[src/rtl/layer_sequencer.sv]
// Sequences one shared Layer datapath through NUM_LAYERS passes of a small MLP.
// Latency: out_valid rises NUM_LAYERS*(PIPE_LAT+2) cycles after the input is accepted.
// Backpressure: one inference in flight; in_ready stays low until the output is taken via out_ready.
module layer_sequencer #(
  parameter int MAX_N      = 8,
  parameter int DATA_WIDTH = 8,
  parameter int NUM_LAYERS = 2,
  parameter int PIPE_LAT   = 2,
  parameter logic [(NUM_LAYERS+1)*8-1:0] LAYER_SIZES = {8'd4, 8'd8, 8'd4},
  parameter int LW         = (NUM_LAYERS > 1) ? $clog2(NUM_LAYERS) : 1
) (
  input  logic                        clk,
  input  logic                        rst_n,
  input  logic                        in_valid,
  output logic                        in_ready,
  input  logic [MAX_N*DATA_WIDTH-1:0] in_vec,
  output logic                        out_valid,
  input  logic                        out_ready,
  output logic [MAX_N*DATA_WIDTH-1:0] out_vec,
  output logic [LW-1:0]               param_addr,
  output logic                        param_en,
  output logic [MAX_N*DATA_WIDTH-1:0] lyr_in_vec,
  input  logic [MAX_N*DATA_WIDTH-1:0] lyr_out_vec,
  output logic                        busy,
  output logic [LW-1:0]               layer_idx
);

  localparam int VW = MAX_N * DATA_WIDTH;
  localparam int CW = (PIPE_LAT > 1) ? $clog2(PIPE_LAT) : 1;

  typedef enum logic [2:0] {
    S_IDLE,
    S_FETCH,
    S_RUN,
    S_CAPTURE,
    S_DONE
  } state_t;

  state_t          state;
  logic [VW-1:0]   act;
  logic [CW-1:0]   cnt;

  // Lane-keep masks are elaboration-time constants: one for the host input,
  // one per layer output (entry k masks to LAYER_SIZES entry k+1).
  logic [VW-1:0]   in_mask;
  logic [VW-1:0]   out_mask [NUM_LAYERS];

  for (genvar i = 0; i < MAX_N; i++) begin : g_in_mask
    assign in_mask[i*DATA_WIDTH +: DATA_WIDTH] =
      (i < int'(LAYER_SIZES[7:0])) ? {DATA_WIDTH{1'b1}} : {DATA_WIDTH{1'b0}};
  end

  for (genvar k = 0; k < NUM_LAYERS; k++) begin : g_layer
    for (genvar i = 0; i < MAX_N; i++) begin : g_lane
      assign out_mask[k][i*DATA_WIDTH +: DATA_WIDTH] =
        (i < int'(LAYER_SIZES[(k+1)*8 +: 8])) ? {DATA_WIDTH{1'b1}} : {DATA_WIDTH{1'b0}};
    end
  end

  // The Layer always sees the activation register; the host sees it only while DONE.
  assign lyr_in_vec = act;
  assign out_vec    = out_valid ? act : '0;

  // Control FSM; every handshake/status output is a registered decode of the next state.
  always_ff @(posedge clk or negedge rst_n) begin
    if (!rst_n) begin
      state      <= S_IDLE;
      act        <= '0;
      cnt        <= '0;
      in_ready   <= 1'b1;
      out_valid  <= 1'b0;
      param_en   <= 1'b0;
      param_addr <= '0;
      busy       <= 1'b0;
      layer_idx  <= '0;
    end else begin
      param_en <= 1'b0;
      case (state)
        S_IDLE: begin
          if (in_valid && in_ready) begin
            act        <= in_vec & in_mask;
            layer_idx  <= '0;
            param_addr <= '0;
            param_en   <= 1'b1;
            in_ready   <= 1'b0;
            busy       <= 1'b1;
            state      <= S_FETCH;
          end
        end
        S_FETCH: begin
          cnt   <= '0;
          state <= S_RUN;
        end
        S_RUN: begin
          // Parameter data and lyr_in_vec are both stable here; just wait out the pipe.
          cnt <= cnt + 1'b1;
          if (cnt == CW'(PIPE_LAT - 1)) begin
            state <= S_CAPTURE;
          end
        end
        S_CAPTURE: begin
          act <= lyr_out_vec & out_mask[layer_idx];
          if (layer_idx == LW'(NUM_LAYERS - 1)) begin
            out_valid <= 1'b1;
            state     <= S_DONE;
          end else begin
            layer_idx  <= layer_idx + 1'b1;
            param_addr <= layer_idx + 1'b1;
            param_en   <= 1'b1;
            state      <= S_FETCH;
          end
        end
        S_DONE: begin
          if (out_ready) begin
            out_valid <= 1'b0;
            in_ready  <= 1'b1;
            busy      <= 1'b0;
            layer_idx <= '0;
            state     <= S_IDLE;
          end
        end
        default: begin
          state <= S_IDLE;
        end
      endcase
    end
  end

endmodule

[config.mk]
export PLATFORM = sky130hd
export DESIGN_NAME = layer_sequencer
export DESIGN_NICKNAME = d
export VERILOG_FILES = /design/src/rtl/layer_sequencer.sv
export SDC_FILE = /design/constraint.sdc
export NUM_CORES = 1
export LEC_CHECK = 0
export ABC_CLOCK_PERIOD_IN_PS = 3550
export BUFFER_PORTS_ARGS = -buffer_cell sky130_fd_sc_hd__clkbuf_2
export CAP_MARGIN = 40
export CORE_AREA = 2 2 102 104
export DETAILED_ROUTE_END_ITERATION = 16
export DIE_AREA = 0 0 104 106
export PLACE_DENSITY = 0.72
export SYNTH_ARGS = -nofsm -noshare
export SYNTH_HDL_FRONTEND = slang
export SYNTH_SLANG_ARGS = --single-unit
[constraint.sdc]
create_clock -name clk -period 3.55 [get_ports clk]
set_clock_uncertainty 0.05 [all_clocks]
set_input_delay 0.71 -clock clk [delete_from_list [all_inputs] [get_ports clk]]
set_output_delay 0.71 -clock clk [all_outputs]
set_load 0.02 [all_outputs]
==> summary.md <==
| Metric | Value |
|---|---|
| Post-Synthesis Cell Area | ~3500 um^2 |
| Die Area | ~11000 um^2 |
| Setup CP Type | reg -> out |
| Final ANT Viol Nets | 0 |
| Clk pwr share | between 15 and 20% |
| Largest net degree at the start of global routing | between 40 and 50 |
| First-pass GRT wire length | 15.0 mm |
| GR Overflow Total | 0 |
| Vias in the first global route | 3085 |
| DR top layer | met4 |
| Post-synth top flop | dfrtp_1 |
| Crit path buffers/inverters | 2 |
| Critical-path maximum fanout | 35 |
| Critical-path cell list | buf_4, and2_1, clkbuf_2 |
| Num CTS Buffers | 9 |
| Clock sinks | 74 |
| Layout Nets | between 600 and 700 |
| CTS tree | done |
| First-pass DRT Iterations | 4 |
| Unique masters post-synth | 26 |
| Tightest slew margin relative to the limit | a little under half |
| Share of layout cells above drive strength 1 | between 40% and 50% |
| Seq/Total Area, Yosys | between 50 and 60% |
| Critical path data required time | 2790 ps |
| Clk root buf | clkbuf_8 |
| Area grow syn2layout | 43.5% |
| Actual slew at the worst max-slew pin | between 700 and 800 ps |
| Core box area | around 10000 um^2 |
| Worst r2r dst | lyr_in_vec[58]$_DFFE_PN0P_ |
| Peak VDD IR | around 0.4 mV |
| Hold_buf cts | 0 |
| EDFF count, synth | 0 |
| Mapped Nets | roughly 430 |
| Vias per cell | 4.88 |
| Met1 WL | approximately 4.0 mm |
| Final Max Tran Viols | 0 |
| TNS Setup | 0 ps |
| Combinational share of power | 54.2% |
| Layout fillers | 953 |
| CP max-delay cell | dfrtp_1 |
| Reg2Reg Depth | 4 |
| Setup crit start | out_valid$_DFFE_PN0P_ |
| WP data arrival | between 1500 and 2000 ps |
| Number of stages on the worst setup path | 3 |
| Initial antenna violation count | 0 |
| Status | finished, final reports clean |
| Post-CTS setup buffer count | 0 |
| Max-cap violations | 0 |
| Ys async rst share | 100% |
| Detailed placement HPWL | 7.00 mm |
| IO Port Bufs | around 230 |
| Commonest non-fill, non-tap cell in the layout | clkbuf_2 |
| FF+latch count, synth | between 70 and 80 |
| Post-Syn Instances | between 300 and 400 |
| RePlAce Congestion | 0.801 |
| Worst R2R Setup Slack | between 1000 and 1500 ps |
| H-Tree Depth | 3 |
| Wirelength per Cell | roughly 14 um |
| Most frequent cells in the layout | clkbuf_2, dfrtp_1, and2_1, o22a_1, a22o_1 |
| Met2 wire len | approximately 4.7 mm |
| CP Launch Type | register |
| P_leak | about 2.5 nW |
| CP Capture Type | primary output |
| Detailed Route Iter0 Violations | 151 |
| Worst Hold Slack | roughly 260 ps |
| Metal3 WL | 558 um |
| Mean Syn Cell Area | ~12 um^2 |
| Internal | roughly 2.8 mW |
| CP Capture Point | out_vec[58] |
| Path type of the worst min-delay path | in -> async |
| Final Cycle Share | 75.7% |
| Unrepaired setup endpoints after global routing | no |
| Clock network latency to the later pin of the worst-skew pair | around 330 ps |
| Final wirelength | about 9.3 mm |
| Flop pwr share | a little under a third |
| DR vias | 3236 |
| Synth Warn # | 0 |
| P_sw | 2.20 mW |
| Max clock buf depth | 2 |
| Rows | 37 |
| Starting Density | a little over a third |
| # IOs | around 270 |
| Chip height | approximately 110 um |
| Diodes inserted | 0 |
| Switching share of power | around 44% |
| DR DRC count | 0 |
| Fin. Hold Viols | 0 |
| Critical path's top delay family | flip-flops |
| Total power divided by cell area | around 1000 nW/um^2 |
| Reg2reg start | state[0]$_DFFE_PN0P_ |
| Setup violators final | 0 |
| GR Util All Layers | ~17% |
| Tmin final | approximately 2700 ps |
| Gates resized, CTS repair | 0 |
| Slowest stage delay, CP | around 850 ps |
| Maximum clock rate | roughly 370 MHz |
| Clock transition at path regs | 80 ps |
| Die Wd | approximately 100 um |
metal layers:
layer,up-vias,global-route usage (%)
met1,1563,20.0
met3,4,4.78
met4,0,3.19
met5,-,0
met2,116,29.9
li1,1553,-
cell families after synthesis:
logic type                Yosys count  share of synthesized area, %
AOI/OAI and AO/OA                 116                          27.8
xor gates and xnor gates            1                         0.251
buffers and inverters              33                          5.05
DFF                                74                          53.0
and+or+nand+nor                    78                          13.9
how the worst min path moves through the flow:
stage / startpoint / endpoint / cells past startpoint
2_1_floorplan: rst_n / busy$_DFFE_PN0P_ / 0
3_3_place_gp: param_addr$_DFFE_PN0P_ / param_addr$_DFFE_PN0P_ / 1
3_5_place_dp: param_addr$_DFFE_PN0P_ / param_addr$_DFFE_PN0P_ / 1
4_1_cts: rst_n / lyr_in_vec[57]$_DFFE_PN0P_ / 1
5_1_grt: rst_n / lyr_in_vec[56]$_DFFE_PN0P_ / 1
6_report: rst_n / lyr_in_vec[57]$_DFFE_PN0P_ / 1
through the flow:
step           worst slack (ps)  util, %  area (um^2)  power, mW  cells
3_5_place_dp               1160     47.8         4780       4.25    648
3_3_place_gp               1240     47.1         4710       4.16    645
6_report                    863     50.1         5010       4.95    663
5_1_grt                     614     50.1         5010       5.27    663
4_1_cts                     786     50.1         5010       5.02    663
2_1_floorplan              1620        -         3490       3.30    302
sequential cells by signal, summed over array words and instances, names as in the netlist:
name and flops:
lyr_in_vec 64, state 3, busy 1, cnt 1, in_ready 1, layer_idx 1
out_valid 1, param_addr 1, param_en 1
synthesized netlist by cell type, types with 2 or more instances:
cell type   n  area, um^2
o31ai_1     2        15.0
nor2b_1     4        25.0
a21oi_1     5        25.0
inv_1       2        7.51
clkbuf_1   11        41.3
a21o_1      2        15.0
buf_2       9        45.0
buf_1       3        11.3
o22a_1     65         569
buf_6       3        33.8
o21ai_0     5        25.0
nand2_1     3        11.3
dfrtp_1    73        1830
a22o_1     33         289
and2_1     65         407
nor2_1      3        11.3
buf_4       5        37.5
layout make-up:
| type | instances | area (um^2) | share of cell area (%) |
|---|---|---|---|
| Timing Repair Buffer | 241 | 1280 | 25.6 |
| Inverter | 2 | 7.51 | 0.150 |
| Sequential cell | 74 | 1850 | 37.0 |
| Clock inverter | 5 | 104 | 2.07 |
| Tap cell | 136 | 170 | 3.39 |
| Multi-Input combinational cell | 195 | 1470 | 29.3 |
| Clock buffer | 10 | 128 | 2.55 |
power by group through the flow:
stage	registers, mW	clock network, mW	logic (mW)
global placement	1.51	0	2.65
floorplan	1.81	0	1.48
CTS	1.51	0.784	2.72
detailed placement	1.53	0	2.72
finish	1.51	0.754	2.69
global route	1.58	0.820	2.88
No activity file was read; power rests on OpenSTA's default activity.
